## src/rtl/wb_regfile_pkg.sv

```systemverilog
// Shared CPU constants for the write-back stage and register file.
package wb_regfile_pkg;

    localparam int unsigned DATA_W = 32;
    localparam int unsigned ADDR_W = 5;
    localparam int unsigned CNT_W  = 32;

    localparam logic [ADDR_W-1:0] REG_ZERO  = 5'd0;
    localparam logic [DATA_W-1:0] RESET_VAL = 32'h0;

endpackage

```

## src/rtl/wb_regfile_if.sv

```systemverilog
// MEM/WB inputs, ID read ports and debug outputs of the write-back stage.
interface wb_regfile_if #(
    parameter int unsigned DATA_W = wb_regfile_pkg::DATA_W,
    parameter int unsigned ADDR_W = wb_regfile_pkg::ADDR_W,
    parameter int unsigned CNT_W  = wb_regfile_pkg::CNT_W
);

    logic              WBwreg;
    logic              WBm2reg;
    logic [ADDR_W-1:0] WBwn;
    logic [DATA_W-1:0] WBaluResult;
    logic [DATA_W-1:0] WBmemOut;
    logic [ADDR_W-1:0] rna;
    logic [ADDR_W-1:0] rnb;
    logic [DATA_W-1:0] qa;
    logic [DATA_W-1:0] qb;
    logic [DATA_W-1:0] wbData;
    logic [CNT_W-1:0]  commitCount;

    modport master (
        output WBwreg, WBm2reg, WBwn, WBaluResult, WBmemOut, rna, rnb,
        input  qa, qb, wbData, commitCount
    );

    modport slave (
        input  WBwreg, WBm2reg, WBwn, WBaluResult, WBmemOut, rna, rnb,
        output qa, qb, wbData, commitCount
    );

endinterface

```

## src/rtl/wb_regfile_wb_sel.sv

```systemverilog
// Write-back 2:1 mux (wb_sel): memory load data or ALU result; shared with forwarding.
module wb_regfile_wb_sel #(
    parameter int unsigned DATA_W = wb_regfile_pkg::DATA_W
) (
    input  logic              m2reg,
    input  logic [DATA_W-1:0] alu_result,
    input  logic [DATA_W-1:0] mem_out,
    output logic [DATA_W-1:0] wb_data_c
);

    assign wb_data_c = m2reg ? mem_out : alu_result;

endmodule

```

## src/rtl/wb_regfile.sv

```systemverilog
// Write-back stage: 32-entry register file, two combinational read ports, commit counter.
// Optional macro REGFILE_BYPASS_EN: write-first bypass from wbData onto qa/qb.
module wb_regfile #(
    parameter int unsigned DATA_W = wb_regfile_pkg::DATA_W,
    parameter int unsigned ADDR_W = wb_regfile_pkg::ADDR_W,
    parameter int unsigned CNT_W  = wb_regfile_pkg::CNT_W
) (
    input  logic         clk,
    input  logic         clrn,
    wb_regfile_if.slave  bus
);

    import wb_regfile_pkg::*;

    localparam int unsigned NREGS = 2 ** ADDR_W;

    logic [DATA_W-1:0] regs [NREGS];
    logic [CNT_W-1:0]  commit_count;
    logic [DATA_W-1:0] wb_data_c;
    logic              commit_c;

    wb_regfile_wb_sel #(.DATA_W(DATA_W)) u_wb_sel (
        .m2reg      (bus.WBm2reg),
        .alu_result (bus.WBaluResult),
        .mem_out    (bus.WBmemOut),
        .wb_data_c  (wb_data_c)
    );

    // r0 writes are dropped and never counted
    assign commit_c = clrn && bus.WBwreg && (bus.WBwn != ADDR_W'(REG_ZERO));

    // Register array and commit counter
    always_ff @(posedge clk or negedge clrn) begin
        if (!clrn) begin
            for (int unsigned i = 0; i < NREGS; i++) begin
                regs[i] <= DATA_W'(RESET_VAL);
            end
            commit_count <= '0;
        end else if (commit_c) begin
            regs[bus.WBwn] <= wb_data_c;
            commit_count   <= commit_count + CNT_W'(1);
        end
    end

    // Read ports; r0 hardwired to zero
    always_comb begin
        bus.qa = (bus.rna == ADDR_W'(REG_ZERO)) ? '0 : regs[bus.rna];
        bus.qb = (bus.rnb == ADDR_W'(REG_ZERO)) ? '0 : regs[bus.rnb];
`ifdef REGFILE_BYPASS_EN
        if (commit_c && (bus.WBwn == bus.rna)) bus.qa = wb_data_c;
        if (commit_c && (bus.WBwn == bus.rnb)) bus.qb = wb_data_c;
`endif
    end

    assign bus.wbData      = wb_data_c;
    assign bus.commitCount = commit_count;

endmodule

```

## src/flat_wrapper.sv

```systemverilog
// flat-port wrapper written by rule: the top's interface ports become plain ports
module wb_regfile_flat import wb_regfile_pkg::*;
#(
    parameter int unsigned DATA_W = wb_regfile_pkg::DATA_W,
    parameter int unsigned ADDR_W = wb_regfile_pkg::ADDR_W,
    parameter int unsigned CNT_W  = wb_regfile_pkg::CNT_W
)
  (clk, clrn, bus_WBwreg, bus_WBm2reg, bus_WBwn, bus_WBaluResult, bus_WBmemOut, bus_rna, bus_rnb, bus_qa, bus_qb, bus_wbData, bus_commitCount);
  wb_regfile_if #(.DATA_W(DATA_W), .ADDR_W(ADDR_W), .CNT_W(CNT_W)) bus_i ();
  input  logic clk;
  input  logic clrn;
  input wire logic [$bits(bus_i.WBwreg)-1:0] bus_WBwreg;
  input wire logic [$bits(bus_i.WBm2reg)-1:0] bus_WBm2reg;
  input wire logic [$bits(bus_i.WBwn)-1:0] bus_WBwn;
  input wire logic [$bits(bus_i.WBaluResult)-1:0] bus_WBaluResult;
  input wire logic [$bits(bus_i.WBmemOut)-1:0] bus_WBmemOut;
  input wire logic [$bits(bus_i.rna)-1:0] bus_rna;
  input wire logic [$bits(bus_i.rnb)-1:0] bus_rnb;
  output wire logic [$bits(bus_i.qa)-1:0] bus_qa;
  output wire logic [$bits(bus_i.qb)-1:0] bus_qb;
  output wire logic [$bits(bus_i.wbData)-1:0] bus_wbData;
  output wire logic [$bits(bus_i.commitCount)-1:0] bus_commitCount;
  assign bus_i.WBwreg = bus_WBwreg;
  assign bus_i.WBm2reg = bus_WBm2reg;
  assign bus_i.WBwn = bus_WBwn;
  assign bus_i.WBaluResult = bus_WBaluResult;
  assign bus_i.WBmemOut = bus_WBmemOut;
  assign bus_i.rna = bus_rna;
  assign bus_i.rnb = bus_rnb;
  assign bus_qa = bus_i.qa;
  assign bus_qb = bus_i.qb;
  assign bus_wbData = bus_i.wbData;
  assign bus_commitCount = bus_i.commitCount;
  wb_regfile #(.DATA_W(DATA_W), .ADDR_W(ADDR_W), .CNT_W(CNT_W)) u_core (.clk(clk), .clrn(clrn), .bus(bus_i));
endmodule
```

## config.mk

```make
export PLATFORM = sky130hd
export DESIGN_NAME = wb_regfile_flat
export DESIGN_NICKNAME = d
export VERILOG_FILES = /design/src/rtl/wb_regfile_pkg.sv /design/src/rtl/wb_regfile_if.sv /design/src/rtl/wb_regfile_wb_sel.sv /design/src/rtl/wb_regfile.sv /design/src/flat_wrapper.sv
export SDC_FILE = /design/constraint.sdc
export NUM_CORES = 2
export LEC_CHECK = 0
export ABC_CLOCK_PERIOD_IN_PS = 3900
export BUFFER_PORTS_ARGS = -buffer_cell sky130_fd_sc_hd__buf_4
export CAP_MARGIN = 20
export CORE_MARGIN = 2
export CORE_UTILIZATION = 35
export CTS_CLUSTER_SIZE = 12
export DETAILED_ROUTE_END_ITERATION = 10
export GPL_ROUTABILITY_DRIVEN = 0
export GPL_TIMING_DRIVEN = 1
export REMOVE_ABC_BUFFERS = 1
export SLEW_MARGIN = 20
export SYNTH_ARGS = -nofsm -noshare
export SYNTH_HDL_FRONTEND = slang
export SYNTH_HIERARCHICAL = 1
export SYNTH_SLANG_ARGS = --single-unit
export TNS_END_PERCENT = 10
```

## constraint.sdc

```tcl
create_clock -name clk -period 3.9 [get_ports clk]
set_input_delay 0.195 -clock clk [delete_from_list [all_inputs] [get_ports clk]]
set_output_delay 0.195 -clock clk [all_outputs]
set_load 0.01 [all_outputs]
```

* Yosys cells after proc, flatten, opt, wreduce, memory -nomap -nowiden *
Index checks and enable logic that the tools add are counted.

storage, ports and cells
  register bits after elaboration = 1056
  bits of input ports = 83
  output and inout bits = 128

operators by class
  add/subtract/negate cells = 1
  $lt $le $gt $ge = 4
  mux-type cells = 12
  bitwise gates (word level) = 3
  reductions and logical operators = 6

operator list
  cell                                                         number
  bitwise mux 1024 bit                                         1
  binary-select mux 32 bit (select 5 bit)                      2
  two-way mux 32 bit                                           8
  demux 32 bit (select 5 bit)                                  1
  adder 32 x 1 -> 32 bit (second input constant)               1
  >= comparator 6 bit (second input constant)                  3
  inverter 5 -> 6 bit                                          3
  logical NOT 5 bit                                            2
  less-than comparator 6 x 1 -> 1 bit (second input constant)  1
  nonzero test 5 bit                                           1
  logical AND 1 bit                                            3

* Depth between registers and ports, before layout *
  depth in word-level cells = 6
  mapped depth = 9
  mapped depth without buffers = 5

* Cells and area by module *
The synthesis kept the hierarchy.

modules (own cells, without submodules)
  module             instances  cells an instance  area each (µm²)  sequential area each (µm²)
  wb_regfile         1          3844               55804.8          26425.3
  wb_regfile_wb_sel  1          36                 544.3            0.0

* Least setup slack after synthesis *
OpenSTA, ideal clock, no wires.

  path kind = input port to output port
  start point = in bus_rnb[2]
  end point = out bus_qb[11]
  data arrival time = 1853 ps
  data required time = 3705 ps
  slack = 1852 ps
  cell stages on the path = 7
  path buffers = 3
  cell sequence = buf_2 > buf_2 > buf_1 > mux4_2 > mux4_2 > o21ai_1 > nor3_1

between the ends
  word-level cells in the longest chain between the ends = 5
  elaborated cells on any way between the ends = 6

RTL lines
  element                                                 RTL line            RTL
  start, declared                                         flat_wrapper.sv:18  input wire logic [$bits(bus_i.rnb)-1:0] bus_rnb;
  inverter 5 -> 6 bit (implied by the code)               wb_regfile.sv:48    bus.qb = (bus.rnb == ADDR_W'(REG_ZERO)) ? '0 : regs[bus.rnb];
  binary-select mux 32 bit (select 5 bit)                 wb_regfile.sv:48
  two-way mux 32 bit (implied by the code) (2 in series)  wb_regfile.sv:48
  two-way mux 32 bit (*)                                  wb_regfile.sv:48
  end, declared                                           flat_wrapper.sv:20  output wire logic [$bits(bus_i.qb)-1:0] bus_qb;

Every way passes the cells marked *; elsewhere a longest branch is shown, timed or not. The select of a mux whose other input is x is not followed.

* Worst setup path after layout *
  start point = reg u_core/regs[562] (netlist bit)
  end point = out bus_qb[18]

between the ends
  word-level cells in the longest chain between the ends = 4

RTL lines
  element                                                 RTL line          RTL
  start, declared                                         wb_regfile.sv:17  logic [DATA_W-1:0] regs [NREGS];
  start signal, assigned by index                         wb_regfile.sv:36  regs[i] <= DATA_W'(RESET_VAL);
  start signal, assigned by index                         wb_regfile.sv:40  regs[bus.WBwn] <= wb_data_c;
  binary-select mux 32 bit (select 5 bit)                 wb_regfile.sv:48
  two-way mux 32 bit (implied by the code) (2 in series)  wb_regfile.sv:48
  two-way mux 32 bit                                      wb_regfile.sv:48

No other way between the ends. The select of a mux whose other input is x is not followed.

==> metrics.yaml <==
detailed_routing:
  route.vias.total: 36300
  detailed_routing_iteration_count_for_the_pre_antenna_repair_pass: 7
  detail_route.wirelength_um: 181000
  dr.first_iter.drc_count: 3233
  final_antenna_net_count: 0
  route.detailed.drc: 0
  routedWlPerCell_um: 29.4
  post_drt_via_cell_ratio: 5.89
sta:
  tightest_slew_ns: 1.08
  setup_repair_after_global_routing_missed_its_margin: "false"
  final_cycle_share_pct: 81.0
  slew_violations: 0
  fmax_ghz: 0.317
  skew_ns: 0.00909
  relSlewSlack_pct: 27.8
  timing.final.ws_setup_ns: 0.743
  worst_hold_slack_across_all_endpoints_ns: 0.0923
  fin_crit_ns: 3.16
  setup-tns-final_ns: 0
  setup_violations: 0
  timing.final.hold_violations: 0
clocking:
  source_to_sink_clock_delay_at_the_later_pin_of_the_worst_skew_pair_ns: 0.71
  numClockSinks: 1056
  clk_root_buf: "clkbuf_16"
  post_cts.resized_instances: 0
  cts.path.max_buffers: 3
  cts_buffers: 114
  cts.htree.levels: 3
  cts_tree: "done"
  clk_pin_slew_worst_paths_ns: 0.06
  cts.repair_timing.setup_buffer_count: 0
  hold_buffers: 1
worst_setup_path:
  timing.critical_path.from: "u_core/regs[562]$_DFFE_PN0P_"
  setup.worst_path.end: "bus_qb[18]"
  reg2reg_slack_ns: 1.91
  timing.rr.start: "u_core/bus.commitCount[6]$_DFFE_PN0P_"
  required_time_of_the_critical_path_ns: 3.70
  critical_path.startpoint_type: "flip-flop"
  timing.rr.end: "u_core/bus.commitCount[31]$_DFFE_PN0P_"
  critical_path.endpoint_type: "primary output"
  r2r.worst_path.cells: 5
  worstSetupPathType: "reg2out"
  worstPathMaxFanout: 3
  cp.arrival_ns: 2.96
floorplanning:
  die_width_um: 405
  coreArea_um2: 160000
  dieArea_um2: 164000
  initial_utilization_pct: 35.2
  io_pins: 211
  placement_rows: 147
  die_y_um: 405
logic_synthesis:
  synth_fa_ha_area_share_pct: 0.0222
  total_standard_cell_area_after_synthesis_um2: 56300
  synth_xor_area_share_pct: 0.482
  netlist_instances: 3880
  post_synth.cell_area_avg_um2: 14.5
  yosysSeqAreaShare_pct: 46.9
  synth_compound_gate_area_share_pct: 3.78
  yosys_register_bits: 1056
  synth-simple-area-share_pct: 3.04
  synth-warning-count: 6
  netlist-cell-type-count: 44
  synth.mux.area_fraction_pct: 42.4
  synth_top_family_by_area: "multiplexers"
finish:
  flow.area_growth_from_synthesis_pct: 14.1
  drive_above_1_share_pct: 52.8
  n_antenna_cell: 0
  numnets_final: 3997
  final_cell_area_um2: 64300
global_routing:
  grt.overflow.total: 0
  grt_antenna_before_repair: 1
  largest_net_degree_at_the_start_of_global_routing: 136
  groute.usage.overall_pct: 22.0
  first_global_vias: 37400
  first_pass_grt_wire_length_um: 266000
hold_path:
  worstHoldPathType: "in2reg"
placed_design:
  place_hpwl_um: 111000
  place_ws_ns: 0.694
  detailed_place.area_um2: 60500
  port_buffers: 210
pwr:
  netSwitchingPower_mw: 8.05
  clkPwrFrac_pct: 36.9
  design_internal_power_mw: 21.8
  cellLeakagePower_nw: 28.5
  p_comb_share_pct: 17.6
  p_seq_share_pct: 45.5
  power_switching_share_pct: 26.9
  power.density_cell_area_nw_per_um2: 465
  max-vdd-ir-drop_v: 0.000337
outcome:
  outcome: "completed"
run:
  drv_cap: 0
per-layer routing:
layer / wire [um] / global-route usage, % / up-vias
met1: 77800 / 30.1 / 19700
met5: 0 / 0 / -
met2: 85100 / 35.1 / 1352
met3: 11400 / 3.67 / 303
li1: - / - / 14900
met4: 7010 / 8.54 / 0
worst min-delay path by stage:
| stage | end | cells past startpoint | start |
|---|---|---|---|
| after floorplan | u_core/bus.commitCount[0]$_DFFE_PN0P_ | 0 | clrn |
| after global placement | u_core/regs[844]$_DFFE_PN0P_ | 2 | clrn |
| after detailed placement | u_core/regs[780]$_DFFE_PN0P_ | 2 | clrn |
| after CTS | u_core/regs[489]$_DFFE_PN0P_ | 4 | bus_WBwn[0] |
| after global routing | u_core/regs[489]$_DFFE_PN0P_ | 4 | bus_WBwn[0] |
| final | u_core/regs[489]$_DFFE_PN0P_ | 4 | bus_WBwn[0] |
final cells by class:
| class | instances | area, um^2 |
|---|---|---|
| clock buffers | 174 | 3480 |
| clock inverters | 33 | 318 |
| fillers | 14800 | 95900 |
| inverters | 4 | 15.0 |
| multi-input cells | 2387 | 28200 |
| flip-flops and latches | 1056 | 26400 |
| well taps | 2160 | 2700 |
| repair buffers | 350 | 3100 |
Yosys cell counts (all sizes together):
library cell	n	share of area (%)
o21ai	55	0.49
a21oi	32	0.28
a22oi	32	0.43
nor3	95	0.84
nand4	10	0.11
mux4	424	17
o22ai	64	0.71
nand3b	3	0.040
o211a	1	0.018
nand2	59	0.39
buf	215	1.9
a211oi	80	1.1
nor2	65	0.43
mux2i	140	2.5
ha	1	0.022
xnor2	18	0.28
nor3b	3	0.040
clkbuf	218	1.5
nand3	12	0.11
inv	4	0.027
a221o	8	0.14
dfrtp	1056	47
nor4	9	0.10
and4	6	0.093
and3	5	0.056
nor4b	1	0.016
nand2b	9	0.10
mux2	1137	23
xor2	13	0.20
and2	3	0.033
a32o	4	0.071
nor2b	54	0.60
o221ai	32	0.50
a22o	4	0.062
or3	5	0.056
o31a	1	0.016
or2	2	0.022
per-stage QoR:
step | utilization (%) | std cells | power, mW
floorplan | - | 3447 | 16.8
global placement | 37.8 | 5956 | 18.9
detailed placement | 37.8 | 5956 | 19.0
CTS | 40.1 | 6164 | 30.1
global route | 40.1 | 6164 | 31.1
finish | 40.1 | 6164 | 29.9
kinds of logic after synthesis:
kind of cell | after synthesis
AOI/OAI and AO/OA | 313
xor gates and xnor gates | 31
adders and majority gates | 1
buffers and inverters | 437
DFF | 1056
muxes | 1701
and+or+nand+nor | 341
worst max-delay path: stages (launching register included):
cell and delay, ns:
dfrtp_1 0.39, mux4_2 0.46, nor2b_1 0.14, a211oi_1 0.70, nor4_1 0.21, buf_4 0.21, buf_4 0.13
flip-flops by register name (all words and copies together) (netlist names):
signal / count
u_core/regs: 1024
u_core/bus.commitCount: 32
power groups by stage:
stage                     logic, mW  clock network (mW)  registers [mW]
final                          5.25                11.0            13.6
after global routing           5.64                11.7            13.8
after CTS                      5.29                11.2            13.6
after floorplan                3.49                   0            13.3
after detailed placement       5.28                   0            13.7
after global placement         5.19                   0            13.7
cell usage in the layout (no fill, tap or decap), types with 6 or more instances in the layout:
master,Yosys,routed
a211oi_1,80,80
a21oi_1,32,32
a221o_1,8,8
a22oi_1,32,32
and4_1,6,6
buf_12,3,34
buf_4,21,308
buf_8,0,6
clkbuf_1,218,23
clkbuf_16,0,117
clkbuf_8,0,34
clkinv_2,0,22
dfrtp_1,1056,1056
mux2_1,25,25
mux2_2,1082,1082
mux2_4,30,30
mux2i_1,140,140
mux4_2,424,424
nand2_1,59,47
nand2_2,0,8
nand2b_1,9,7
nand3_1,12,11
nand4_1,10,10
nor2_1,65,45
nor2_4,0,19
nor2b_1,54,49
nor3_1,95,95
nor4_1,9,8
o21ai_0,32,32
o21ai_1,23,23
o221ai_1,32,32
o22ai_1,64,64
xnor2_1,18,18
xor2_1,13,13
No activity file was read; power rests on OpenSTA's default activity.
